**config.mk**
```make
export PLATFORM = sky130hd
export DESIGN_NAME = mips_ctrl_fsm
export DESIGN_NICKNAME = d
export VERILOG_FILES = /design/src/rtl/mips_ctrl_fsm_pkg.sv /design/src/rtl/mips_ctrl_fsm_alu_op_decode.sv /design/src/rtl/mips_ctrl_fsm.sv
export SDC_FILE = /design/constraint.sdc
export NUM_CORES = 1
export LEC_CHECK = 0
export CORE_ASPECT_RATIO = 0.6
export CORE_UTILIZATION = 48
export CTS_CLUSTER_DIAMETER = 100
export DETAILED_ROUTE_END_ITERATION = 8
export GPL_TIMING_DRIVEN = 0
export MAX_ROUTING_LAYER = met4
export PLACE_DENSITY = 0.91
export SLEW_MARGIN = 0
export SYNTH_ARGS = -nofsm -noshare
export SYNTH_HDL_FRONTEND = slang
export SYNTH_HIERARCHICAL = 1
export SYNTH_SLANG_ARGS = --single-unit
```
**constraint.sdc**
```tcl
create_clock -name clk -period 2.6 [get_ports clk]
set_input_delay 0.52 -clock clk [delete_from_list [all_inputs] [get_ports clk]]
set_output_delay 0.52 -clock clk [all_outputs]
set_load 0.02 [all_outputs]
```
**src/rtl/mips_ctrl_fsm_pkg.sv**
```systemverilog
// Shared constants and types for the multicycle MIPS main controller:
// widths, ALU codes, opcode/funct values, state encoding and the control bundle.
package mips_ctrl_fsm_pkg;

  localparam int WORD_SIZE = 32;
  localparam int OP_SIZE   = 3;

  localparam logic [OP_SIZE-1:0] ALU_AND = 3'b000;
  localparam logic [OP_SIZE-1:0] ALU_OR  = 3'b001;
  localparam logic [OP_SIZE-1:0] ALU_ADD = 3'b010;
  localparam logic [OP_SIZE-1:0] ALU_SUB = 3'b110;
  localparam logic [OP_SIZE-1:0] ALU_SLT = 3'b111;

  localparam logic [5:0] OP_RTYPE = 6'h00;
  localparam logic [5:0] OP_J     = 6'h02;
  localparam logic [5:0] OP_BEQ   = 6'h04;
  localparam logic [5:0] OP_ADDI  = 6'h08;
  localparam logic [5:0] OP_LW    = 6'h23;
  localparam logic [5:0] OP_SW    = 6'h2B;

  localparam logic [5:0] FN_ADD = 6'h20;
  localparam logic [5:0] FN_SUB = 6'h22;
  localparam logic [5:0] FN_AND = 6'h24;
  localparam logic [5:0] FN_OR  = 6'h25;
  localparam logic [5:0] FN_SLT = 6'h2A;

  typedef enum logic [3:0] {
    S_FETCH  = 4'd0,
    S_DECODE = 4'd1,
    S_MEMADR = 4'd2,
    S_MEMRD  = 4'd3,
    S_MEMWB  = 4'd4,
    S_MEMWR  = 4'd5,
    S_REX    = 4'd6,
    S_RWB    = 4'd7,
    S_BRANCH = 4'd8,
    S_JUMP   = 4'd9,
    S_IEX    = 4'd10,
    S_IWB    = 4'd11
  } state_e;

  typedef struct packed {
    logic               pc_write;
    logic               branch;
    logic               iord;
    logic               mem_read;
    logic               mem_write;
    logic               ir_write;
    logic               reg_write;
    logic               reg_dst;
    logic               mem_to_reg;
    logic               alu_src_a;
    logic [1:0]         alu_src_b;
    logic [1:0]         pc_source;
    logic [OP_SIZE-1:0] alu_sel;
    logic               instr_done;
  } ctrl_t;

  function automatic logic opcode_known(logic [5:0] op);
    return (op == OP_RTYPE) || (op == OP_LW) || (op == OP_SW) ||
           (op == OP_BEQ) || (op == OP_J) || (op == OP_ADDI);
  endfunction

endpackage

```
**src/rtl/mips_ctrl_fsm_alu_op_decode.sv**
```systemverilog
// R-type funct to ALU select; unsupported functs report legal_o = 0 and select ADD.
module alu_op_decode
  import mips_ctrl_fsm_pkg::*;
(
  input  logic [5:0]         funct_i,
  output logic [OP_SIZE-1:0] alu_sel_o,
  output logic               legal_o
);

  always_comb begin
    alu_sel_o = ALU_ADD;
    legal_o   = 1'b1;
    case (funct_i)
      FN_ADD:  alu_sel_o = ALU_ADD;
      FN_SUB:  alu_sel_o = ALU_SUB;
      FN_AND:  alu_sel_o = ALU_AND;
      FN_OR:   alu_sel_o = ALU_OR;
      FN_SLT:  alu_sel_o = ALU_SLT;
      default: legal_o   = 1'b0;
    endcase
  end

endmodule

```
**src/rtl/mips_ctrl_fsm.sv**
```systemverilog
// Multicycle MIPS main controller: Moore FSM driving datapath enables/selects,
// resolving beq from the ALU zero flag and counting retired instructions.
module mips_ctrl_fsm
  import mips_ctrl_fsm_pkg::*;
(
  input  logic                 clk,
  input  logic                 rst,
  input  logic [5:0]           opcode,
  input  logic [5:0]           funct,
  input  logic                 alu_zero_flag,
  output logic                 pc_en,
  output logic                 iord,
  output logic                 mem_read,
  output logic                 mem_write,
  output logic                 ir_write,
  output logic                 reg_write,
  output logic                 reg_dst,
  output logic                 mem_to_reg,
  output logic                 alu_src_a,
  output logic [1:0]           alu_src_b,
  output logic [1:0]           pc_source,
  output logic [OP_SIZE-1:0]   alu_sel,
  output logic                 illegal_op,
  output logic                 instr_done,
  output logic [WORD_SIZE-1:0] instr_count,
  output logic [3:0]           dbg_state
);

  state_e               state_q, state_d;
  logic                 is_lw_q;
  logic [WORD_SIZE-1:0] instr_count_q;
  logic [OP_SIZE-1:0]   fn_alu_sel;
  logic                 fn_legal;
  logic                 decode_illegal;
  ctrl_t                ctrl;
  logic                 illegal_q_unused;

  alu_op_decode u_alu_op_decode (
    .funct_i   (funct),
    .alu_sel_o (fn_alu_sel),
    .legal_o   (fn_legal)
  );

  assign decode_illegal = !opcode_known(opcode) || ((opcode == OP_RTYPE) && !fn_legal);

  // lw/sw choice is captured in DECODE so opcode is not looked at again in MEMADR.
  always_ff @(posedge clk) begin
    if (rst) begin
      state_q       <= S_FETCH;
      is_lw_q       <= 1'b0;
      instr_count_q <= '0;
    end else begin
      state_q <= state_d;
      if (state_q == S_DECODE) is_lw_q <= (opcode == OP_LW);
      if (ctrl.instr_done) instr_count_q <= instr_count_q + WORD_SIZE'(1);
    end
  end

  always_comb begin
    state_d = S_FETCH;
    case (state_q)
      S_FETCH:  state_d = S_DECODE;
      S_DECODE: begin
        if (decode_illegal) state_d = S_FETCH;
        else begin
          case (opcode)
            OP_LW, OP_SW: state_d = S_MEMADR;
            OP_RTYPE:     state_d = S_REX;
            OP_BEQ:       state_d = S_BRANCH;
            OP_J:         state_d = S_JUMP;
            OP_ADDI:      state_d = S_IEX;
            default:      state_d = S_FETCH;
          endcase
        end
      end
      S_MEMADR: state_d = is_lw_q ? S_MEMRD : S_MEMWR;
      S_MEMRD:  state_d = S_MEMWB;
      S_REX:    state_d = S_RWB;
      S_IEX:    state_d = S_IWB;
      default:  state_d = S_FETCH;
    endcase
  end

  // Reset overrides every Moore output; alu_sel idles at ADD.
  always_comb begin
    ctrl             = '0;
    ctrl.alu_sel     = ALU_ADD;
    illegal_q_unused = 1'b0;
    case (state_q)
      S_FETCH: begin
        ctrl.mem_read  = 1'b1;
        ctrl.ir_write  = 1'b1;
        ctrl.pc_write  = 1'b1;
        ctrl.alu_src_b = 2'b01;
      end
      S_DECODE: begin
        ctrl.alu_src_b   = 2'b11;
        illegal_q_unused = decode_illegal;
      end
      S_MEMADR, S_IEX: begin
        ctrl.alu_src_a = 1'b1;
        ctrl.alu_src_b = 2'b10;
      end
      S_MEMRD: begin
        ctrl.mem_read = 1'b1;
        ctrl.iord     = 1'b1;
      end
      S_MEMWR: begin
        ctrl.mem_write  = 1'b1;
        ctrl.iord       = 1'b1;
        ctrl.instr_done = 1'b1;
      end
      S_MEMWB: begin
        ctrl.reg_write  = 1'b1;
        ctrl.mem_to_reg = 1'b1;
        ctrl.instr_done = 1'b1;
      end
      S_REX: begin
        ctrl.alu_src_a = 1'b1;
        ctrl.alu_sel   = fn_alu_sel;
      end
      S_RWB: begin
        ctrl.reg_write  = 1'b1;
        ctrl.reg_dst    = 1'b1;
        ctrl.instr_done = 1'b1;
      end
      S_BRANCH: begin
        ctrl.alu_src_a  = 1'b1;
        ctrl.alu_sel    = ALU_SUB;
        ctrl.branch     = 1'b1;
        ctrl.pc_source  = 2'b01;
        ctrl.instr_done = 1'b1;
      end
      S_JUMP: begin
        ctrl.pc_write   = 1'b1;
        ctrl.pc_source  = 2'b10;
        ctrl.instr_done = 1'b1;
      end
      S_IWB: begin
        ctrl.reg_write  = 1'b1;
        ctrl.instr_done = 1'b1;
      end
      default: ;
    endcase
    if (rst) begin
      ctrl             = '0;
      ctrl.alu_sel     = ALU_ADD;
      illegal_q_unused = 1'b0;
    end
  end

  assign pc_en       = ctrl.pc_write | (ctrl.branch & alu_zero_flag);
  assign iord        = ctrl.iord;
  assign mem_read    = ctrl.mem_read;
  assign mem_write   = ctrl.mem_write;
  assign ir_write    = ctrl.ir_write;
  assign reg_write   = ctrl.reg_write;
  assign reg_dst     = ctrl.reg_dst;
  assign mem_to_reg  = ctrl.mem_to_reg;
  assign alu_src_a   = ctrl.alu_src_a;
  assign alu_src_b   = ctrl.alu_src_b;
  assign pc_source   = ctrl.pc_source;
  assign alu_sel     = ctrl.alu_sel;
  assign illegal_op  = illegal_q_unused;
  assign instr_done  = ctrl.instr_done;
  assign instr_count = rst ? '0 : instr_count_q;
  assign dbg_state   = state_q;

endmodule

```
==> impl_metrics.env, run 1 <==
export IMPL_outcome="completed"
export IMPL_pin_count=69
export IMPL_grt_max_degree=12
export IMPL_yosysSeqAreaShare_pct=30.5
export IMPL_dieArea_um2=5350
export IMPL_start_util_pct=51.5
export IMPL_setup_viol=0
export IMPL_drt_vias_per_instance=5.59
export IMPL_critical_path_class="input port to output port"
export IMPL_diodes=0
export IMPL_place_inst=435
export IMPL_netlist_top_cells_area="dfxtp_1 31%, mux2_2 8.8%, nor2b_1 8.0%"
export IMPL_drv_slew=0
export IMPL_arrival_ps=2040
export IMPL_drt_initial_drc_count=215
export IMPL_final_layout_size_suffix_gt1_share_pct=18.4
export IMPL_area_growth_pct=39.0
export IMPL_cts_buffer_depth=2
export IMPL_hp_class="flop to flop"
export IMPL_instances_no_fill=444
export IMPL_skew_ps=7.58
export IMPL_synthArstFlopShare_pct=0
export IMPL_synthTopCellsByCount="50 x nor2_1, 37 x dfxtp_1, 31 x nor2b_1, 23 x nor3_1, 19 x mux2_2"
export IMPL_finalCriticalPeriod_ps=2560
export IMPL_io_buffers=68
export IMPL_drtPass1Iterations=5
export IMPL_routed_wl_um=7000
export IMPL_p_per_area_nw_per_um2=364
export IMPL_ant_nets=0
export IMPL_p_clk_share_pct=42.4
export IMPL_place_gp_congestion=0.897
export IMPL_grt_pass1_vias=2228
export IMPL_start_kind="input port"
export IMPL_die_height_um=57.1
export IMPL_synth_seq_cells=37
export IMPL_synth_top_cell_area_share_pct=30.5
export IMPL_antenna_found_initial=0
export IMPL_holdWs_ps=492
export IMPL_cap_violations=0
export IMPL_nNetsFinal=396
export IMPL_sw_frac_of_total_pct=23.4
export IMPL_r2r_cells=6
export IMPL_yosys_most_used_dff="dfxtp_1"
export IMPL_die_w_um=93.8
export IMPL_synth_area_um2=2430
export IMPL_cts_clk_slew_worst_paths_ps=70
export IMPL_slew_headroom_pct=63.5
export IMPL_timing_rr_start="dbg_state[0]$_SDFF_PP0_"
export IMPL_htreeDepth=2
export IMPL_cts_tree="done"
export IMPL_drc=0
export IMPL_p_leak_nw=1.35
export IMPL_cp_end_kind="output port"
export IMPL_r2r_end="instr_count_q[24]$_SDFFE_PP0P_"
export IMPL_rows=19
export IMPL_p_sw_mw=0.287
export IMPL_finalCoreUtilization_pct=71.6
export IMPL_cts_hold_buf=0
export IMPL_finalHoldViolCount=0
export IMPL_dpl_hpwl_um=5180
export IMPL_clock_sinks=37
export IMPL_synthDistinctLibCells=48
export IMPL_fin_total_pwr_mw=1.23
export IMPL_final_fill_count=365
export IMPL_cp_max_fo=5
export IMPL_grt_pass1_wl_um=11000
export IMPL_seq_power_share_pct=46.4
export IMPL_syn_num_nets=320
export IMPL_reg2reg_slack_ps=180
export IMPL_grtUsageTotal_pct=27.2
export IMPL_core_area_um2=4710
export IMPL_cts_buffers_inserted=5
export IMPL_avgSynthCellArea_um2=7.98
export IMPL_vias=2483
export IMPL_clock_latency_ps=290
export IMPL_root_buffer="clkbuf_8"
export IMPL_period_share_pct=98.5
export IMPL_synth_edff_count=0
export IMPL_wl_per_cell_um=15.8
export IMPL_yosysMostFrequentCell="nor2_1"
export IMPL_fin_setup_tns_ps=0
export IMPL_crit_start="funct[1]"
export IMPL_yosys_area_top_type="dfxtp_1"
export IMPL_endpoint="illegal_op"
export IMPL_synth_cells=304
export IMPL_fmax_mhz=391
export IMPL_ir_worst_vdd_uv=261
export IMPL_worstMarginPinSlew_ps=534
export IMPL_yosys_warnings=6
export IMPL_p_comb_share_pct=11.2
export IMPL_crit_required_ps=2080
export IMPL_intPower_mw=0.939
export IMPL_grt_overflow_total=0
export IMPL_rsz0062_at_grt="true"
[state kept, by name, indices dropped and copies added (netlist names)]
name           cells
is_lw_q            1
dbg_state          4
instr_count_q     32
[critical path, stage by stage]
cell and delay, ps:
dlygate4sd2_1 290, mux2_2 390, nor3_4 250, nor3_2 80
nor3_1 170, nor2_1 80, clkdlybuf4s15_2 260
[cell type report]
cell class	instances	area [µm²]	area share, %
clock inverter	1	30.0	0.891
buffer	20	148	4.38
inverter	9	33.8	1.00
tap	63	78.8	2.34
multi-input combinational	238	1580	46.9
clock buffer	7	86.3	2.56
timing repair buffer	69	672	19.9
sequential	37	741	22.0
[placed cells by master (no fill, tap or decap), drive strengths merged, types with 2 or more instances in the layout]
cell	count
o21ai	6
a21oi	9
nor2	50
xnor2	6
inv	9
nand4b	2
dlymetal6s2s	9
or2	3
clkdlybuf4s50	39
o41ai	2
dfxtp	37
dlygate4sd2	12
o22a	2
o31ai	3
nand2	13
nand4	4
nand3	12
nor2b	31
maj3	2
and4	4
nor4b	3
nor3	23
buf	16
nand4bb	2
or3	6
xor2	4
a2111oi	4
mux2	20
nand2b	4
or4	3
or4b	2
clkbuf	18
nor4	9
[cell families after synthesis]
group	share of synthesized area (%)
adder cells (fa/ha/maj)	1.34
multiplexers	9.70
XOR/XNOR	3.92
AO/OA/AOI/OAI	8.20
flip-flops	30.5
AND/OR/NAND/NOR	40.2
buffers and inverters	6.09
[per-stage QoR]
stage	instance area, µm²	setup WS, ps
after CTS	3340	1.16
after global placement	3190	-1090
after global routing	3370	-51.6
after floorplan	2430	94.5
after detailed placement	3190	-1110
final	3370	39.8
[worst min-delay path by stage]
stage	from	end	cells past startpoint	slack (ps)
floorplan	instr_count_q[19]$_SDFFE_PP0P_	instr_count_q[19]$_SDFFE_PP0P_	1	450
global placement	instr_count_q[19]$_SDFFE_PP0P_	instr_count_q[19]$_SDFFE_PP0P_	1	470
detailed placement	instr_count_q[19]$_SDFFE_PP0P_	instr_count_q[19]$_SDFFE_PP0P_	1	470
CTS	instr_count_q[19]$_SDFFE_PP0P_	instr_count_q[19]$_SDFFE_PP0P_	1	480
global route	instr_count_q[19]$_SDFFE_PP0P_	instr_count_q[19]$_SDFFE_PP0P_	1	540
finish	instr_count_q[19]$_SDFFE_PP0P_	instr_count_q[19]$_SDFFE_PP0P_	1	490
[per-layer routing]
metal  vias up  track usage (%)  wire (µm)
li1       1228                -          -
met1      1156             40.3       3530
met2        91             38.5       2980
met3         8             4.67        416
met4         0             5.93         63
met5         -                -          0
[power groups by stage]
stage | clock (mW) | combinational [mW] | sequential [mW]
after CTS | 0.524 | 0.133 | 0.569
after detailed placement | 0 | 0.130 | 0.582
after global placement | 0 | 0.126 | 0.582
final | 0.520 | 0.138 | 0.569
after floorplan | 0 | 0.0658 | 0.584
after global routing | 0.548 | 0.149 | 0.569
[what timing repair did]
item | in CTS | in global routing
gates cloned | 0 | 0
resized for setup | 58 | 24
hold endpoints to repair | 0 | 0
pin swaps | 1 | 2
setup buffers | 0 | 1
setup endpoints to repair | 50 | 16
(Power assumes the default switching activity.)
==> run 2: changes to the inputs <==
Settings changed: CORE_UTILIZATION 48 to 43, PLACE_DENSITY 0.91 to 0.87.
Clock period 2.6 ns to 2.3 ns, I/O delays scaled along.
==> impl_metrics.env, run 2 (synthesis gave the netlist of run 1 again) <==
export IMPL_io_buffers=68
export IMPL_diodes=0
export IMPL_drt_initial_drc_count=155
export IMPL_final_fill_count=459
export IMPL_cp_num_buf_inv=2
export IMPL_finalCriticalPeriod_ps=2290
export IMPL_p_sw_mw=0.348
export IMPL_rows=20
export IMPL_p_clk_share_pct=43.0
export IMPL_die_w_um=99.0
export IMPL_drv_slew=0
export IMPL_drtPass1Iterations=4
export IMPL_path_cells="clkdlybuf4s50_1 > or2_4 > o22a_1 > nor3_2 > nor2_1 > buf_4"
export IMPL_cts_buffers_inserted=5
export IMPL_root_buffer="clkbuf_8"
export IMPL_core_area_um2=5230
export IMPL_dieArea_um2=5960
export IMPL_slowest_stage="clkdlybuf4s50_1"
export IMPL_final_layout_size_suffix_gt1_share_pct=21.8
export IMPL_cp_end_kind="output port"
export IMPL_cap_violations=0
export IMPL_hp_class="flop to flop"
export IMPL_area_growth_pct=38.7
export IMPL_grt_pass1_wl_um=11200
export IMPL_htreeDepth=2
export IMPL_ant_nets=0
export IMPL_nNetsFinal=395
export IMPL_arrival_ps=1830
export IMPL_skew_ps=13.7
export IMPL_fin_total_pwr_mw=1.41
export IMPL_grt_overflow_total=0
export IMPL_gr_usage_met2_pct=38.9
export IMPL_grtUsageTotal_pct=25.6
export IMPL_pin_count=69
export IMPL_p_leak_nw=1.32
export IMPL_slew_headroom_pct=67.2
export IMPL_clock_sinks=37
export IMPL_cp_max_fo=5
export IMPL_rsz0062_at_grt="true"
export IMPL_seq_area_um2=742
export IMPL_dpl_hpwl_um=5120
export IMPL_drt_vias_per_instance=5.61
export IMPL_crit_required_ps=1840
export IMPL_mostFrequentLayoutCell="nor2_1"
export IMPL_holdWs_ps=499
export IMPL_cts_buffer_depth=2
export IMPL_sw_frac_of_total_pct=24.7
export IMPL_start_util_pct=46.4
export IMPL_intPower_mw=1.06
export IMPL_p_per_area_nw_per_um2=420
export IMPL_pre_cts_ws_ps=-1430
export IMPL_ir_worst_vdd_uv=192
export IMPL_worstMarginPinSlew_ps=480
export IMPL_fmax_mhz=437
export IMPL_seq_power_share_pct=45.5
export IMPL_cts_tree="done"
export IMPL_multiInputGateArea_um2=1620
export IMPL_critical_path_class="input port to output port"
export IMPL_mostFrequentLayoutCells="50 x nor2_1, 36 x dfxtp_1, 30 x nor2b_1, 29 x dlygate4sd2_1, 24 x clkdlybuf4s50_1"
export IMPL_worst_path_dominant_cell_family="buffers and inverters"
export IMPL_drc=0
export IMPL_cts_hold_buf=0
export IMPL_antenna_found_initial=0
export IMPL_routed_wl_um=7020
export IMPL_die_height_um=60.2
export IMPL_period_share_pct=99.5
export IMPL_vias=2503
export IMPL_cts_clk_slew_worst_paths_ps=80
export IMPL_finalHoldViolCount=0
export IMPL_clock_latency_ps=310
export IMPL_setup_viol=0
export IMPL_grt_busiest_layer="met2"
export IMPL_largest_reg_flops=32
export IMPL_top_register="instr_count_q"
export IMPL_reg2reg_slack_ps=90
export IMPL_start_kind="input port"
export IMPL_grt_use_met1_pct=34.0
export IMPL_cpPeakStageDelay_ps=440
export IMPL_outcome="completed"
export IMPL_wl_per_cell_um=15.7
export IMPL_grt_util_met3_pct=5.96
export IMPL_grt_pass1_vias=2297
export IMPL_place_gp_congestion=0.851
export IMPL_fin_ws_ps=11.6
export IMPL_grt_max_degree=12
export IMPL_p_comb_share_pct=11.5
run 2: cell count changes in the layout (fill, tap and decap cells not counted), sizes merged:
cell / delta
dlygate4sd2: +17
clkdlybuf4s50: -15
dlymetal6s2s: -9
buf: +5
clkdlybuf4s15: +3
clkbuf: -1
dlygate4sd1: -1
run 2: final cells by class:
| cell class | count | area share [%] |
|---|---|---|
| Buffer | 19 | 4.69 |
| Clock buffer | 7 | 2.57 |
| Clock inverter | 1 | 0.893 |
| Inverter | 9 | 1.00 |
| Multi-Input combinational cell | 238 | 48.3 |
| Sequential cell | 37 | 22.1 |
| Tap cell | 66 | 2.45 |
| Timing Repair Buffer | 69 | 18.1 |
run 2: what timing repair did:
item	CTS	global route
buffers inserted	1	0
pin swaps	2	3
resized for setup	110	17
endpoints found under the setup margin	75	16
hold endpoints to repair	0	0
run 2: per-layer routing:
| layer | vias up | part of all wire [%] |
|---|---|---|
| met5 | - | 0 |
| met4 | 0 | 0.90 |
| met3 | 7 | 6.2 |
| met2 | 76 | 44 |
| met1 | 1184 | 49 |
| li1 | 1236 | - |
run 2: through the flow:
step / util (%) / cell area [µm²] / instances / TNS, ps
after floorplan: - / 2440 / 304 / 0
after global placement: 61.2 / 3200 / 438 / -42200
after detailed placement: 61.2 / 3200 / 438 / -48850
after global routing: 64.3 / 3360 / 446 / -114
after CTS: 64.3 / 3360 / 447 / 0
final: 64.3 / 3360 / 446 / 0
run 2: path summary, 6_finish.rpt:
check	start	endpoint	cells past startpoint
setup / recovery	opcode[0]	illegal_op	6
hold / removal	instr_count_q[19]$_SDFFE_PP0P_	instr_count_q[19]$_SDFFE_PP0P_	1
setup reg to reg	instr_count_q[4]$_SDFFE_PP0P_	instr_count_q[20]$_SDFFE_PP0P_	6
hold reg to reg	instr_count_q[19]$_SDFFE_PP0P_	instr_count_q[19]$_SDFFE_PP0P_	1
run 2: worst register-to-register path, cell delays in order (launching register included):
cell	delay [ps]
dfxtp_1	480
nand4_4	170
or4_4	560
buf_6	150
buf_4	160
nor3_1	220
mux2_2	350
run 2: power by group through the flow:
stage	clock, mW	combinational [mW]	sequential, mW
after floorplan	0	0.0760	0.660
after global placement	0	0.145	0.658
after detailed placement	0	0.149	0.658
after CTS	0.602	0.155	0.643
after global routing	0.634	0.173	0.643
final	0.607	0.162	0.643
==> run 3: changes to the inputs <==
Settings changed: SKIP_CTS_REPAIR_TIMING set to 1.
==> impl_metrics.env, run 3 (synthesis gave the netlist of run 1 again) <==
export IMPL_grt_max_degree=12
export IMPL_drt_initial_drc_count=140
export IMPL_mostFrequentLayoutCells="50 x nor2_1, 36 x dfxtp_1, 31 x clkdlybuf4s50_1, 30 x nor2b_1, 29 x dlymetal6s2s_1"
export IMPL_drtPass1Iterations=5
export IMPL_top_register="instr_count_q"
export IMPL_place_inst=438
export IMPL_finalCriticalPeriod_ps=2270
export IMPL_timing_rr_start="dbg_state[0]$_SDFF_PP0_"
export IMPL_instances_no_fill=447
export IMPL_final_layout_size_suffix_gt1_share_pct=20.5
export IMPL_cts_buffers_inserted=5
export IMPL_cts_tree="done"
export IMPL_drt_vias_per_instance=5.73
export IMPL_die_height_um=60.2
export IMPL_antenna_found_initial=0
export IMPL_dieArea_um2=5960
export IMPL_p_per_area_nw_per_um2=406
export IMPL_ant_nets=0
export IMPL_area_growth_pct=43.7
export IMPL_p_comb_share_pct=11.8
export IMPL_intPower_mw=1.07
export IMPL_drc=0
export IMPL_sw_frac_of_total_pct=24.6
export IMPL_r2r_cells=6
export IMPL_cp_end_kind="output port"
export IMPL_drv_slew=0
export IMPL_cts_clk_slew_worst_paths_ps=80
export IMPL_critical_path_class="input port to output port"
export IMPL_endpoint="instr_count[5]"
export IMPL_seq_power_share_pct=45.4
export IMPL_root_buffer="clkbuf_8"
export IMPL_pin_count=69
export IMPL_wl_per_cell_um=16.4
export IMPL_rows=20
export IMPL_p_sw_mw=0.348
export IMPL_final_fill_count=413
export IMPL_grt_pass1_wl_um=10800
export IMPL_hp_class="flop to flop"
export IMPL_grt_pass1_vias=2227
export IMPL_cts_buffer_depth=2
export IMPL_arrival_ps=1810
export IMPL_p_leak_nw=1.62
export IMPL_reg2reg_slack_ps=80
export IMPL_dpl_hpwl_um=5120
export IMPL_io_buffers=68
export IMPL_setup_viol=0
export IMPL_fmax_mhz=441
export IMPL_cp_max_fo=10
export IMPL_outcome="completed"
export IMPL_ir_worst_vdd_uv=193
export IMPL_cap_violations=0
export IMPL_start_util_pct=46.4
export IMPL_nNetsFinal=396
export IMPL_grtUsageTotal_pct=24.8
export IMPL_finalCoreUtilization_pct=66.7
export IMPL_place_gp_congestion=0.851
export IMPL_finalHoldViolCount=0
export IMPL_r2r_end="instr_count_q[27]$_SDFFE_PP0P_"
export IMPL_routed_wl_um=7350
export IMPL_period_share_pct=98.6
export IMPL_start_kind="input port"
export IMPL_diodes=0
export IMPL_mostFrequentLayoutCell="nor2_1"
export IMPL_worstMarginPinSlew_ps=487
export IMPL_crit_start="rst"
export IMPL_core_area_um2=5230
export IMPL_largest_reg_flops=32
export IMPL_skew_ps=12.4
export IMPL_htreeDepth=2
export IMPL_slew_headroom_pct=67.5
export IMPL_grt_overflow_total=0
export IMPL_p_clk_share_pct=42.8
export IMPL_vias=2560
export IMPL_die_w_um=99.0
export IMPL_clock_latency_ps=310
export IMPL_clock_sinks=37
export IMPL_crit_required_ps=1840
[run 3: worst min path at each step]
| stage | startpoint | endpoint | slack (ps) | cells past startpoint |
|---|---|---|---|---|
| 6_report | instr_count_q[19]$_SDFFE_PP0P_ | instr_count_q[19]$_SDFFE_PP0P_ | 500 | 1 |
| 5_1_grt | instr_count_q[16]$_SDFFE_PP0P_ | instr_count_q[16]$_SDFFE_PP0P_ | 520 | 2 |
| 4_1_cts | instr_count_q[16]$_SDFFE_PP0P_ | instr_count_q[16]$_SDFFE_PP0P_ | 500 | 2 |
| 3_5_place_dp | instr_count_q[16]$_SDFFE_PP0P_ | instr_count_q[16]$_SDFFE_PP0P_ | 480 | 2 |
| 3_3_place_gp | instr_count_q[19]$_SDFFE_PP0P_ | instr_count_q[19]$_SDFFE_PP0P_ | 460 | 1 |
| 2_1_floorplan | instr_count_q[19]$_SDFFE_PP0P_ | instr_count_q[19]$_SDFFE_PP0P_ | 450 | 1 |
[run 3: layout make-up]
| type | instances | area (µm²) | share of cell area (%) |
|---|---|---|---|
| plain buffers | 19 | 150 | 4.31 |
| clock buffers | 7 | 86.3 | 2.48 |
| clock inverters | 1 | 30.0 | 0.861 |
| inverters | 9 | 33.8 | 0.969 |
| multi-input cells | 238 | 1620 | 46.6 |
| flip-flops and latches | 37 | 742 | 21.3 |
| well taps | 66 | 82.6 | 2.37 |
| repair buffers | 70 | 737 | 21.1 |
[run 3: power by group through the flow]
stage	Combinational [mW]	Sequential [mW]	Clock (mW)
after floorplan	0.0760	0.660	0
after global placement	0.145	0.658	0
after detailed placement	0.149	0.658	0
after CTS	0.150	0.643	0.602
after global routing	0.178	0.643	0.633
final	0.167	0.643	0.606
[run 3: metrics by stage]
step           cell area [µm²]  hold slack [ps]  power [mW]  setup TNS [ps]  setup slack [ps]
2_1_floorplan             2440              449       0.736               0              19.6
3_3_place_gp              3200              462       0.803          -42200             -1340
3_5_place_dp              3200              484       0.807          -48850             -1430
4_1_cts                   3320              496        1.40          -38260             -1420
5_1_grt                   3490              525        1.45           -36.6             -14.9
6_report                  3490              496        1.42               0              32.4
[run 3: metal layers]
| metal | vias up | global-route usage, % | wire [µm] |
|---|---|---|---|
| met3 | 13 | 6.20 | 467 |
| met1 | 1225 | 33.3 | 3510 |
| met2 | 96 | 37.1 | 3260 |
| met4 | 0 | 6.82 | 106 |
| met5 | - | - | 0 |
| li1 | 1226 | - | - |
[run 3: critical path: stages]
cell and delay (ps):
dlymetal6s2s_1 190, buf_6 180, clkbuf_4 190, nor2b_1 160
clkdlybuf4s50_1 630
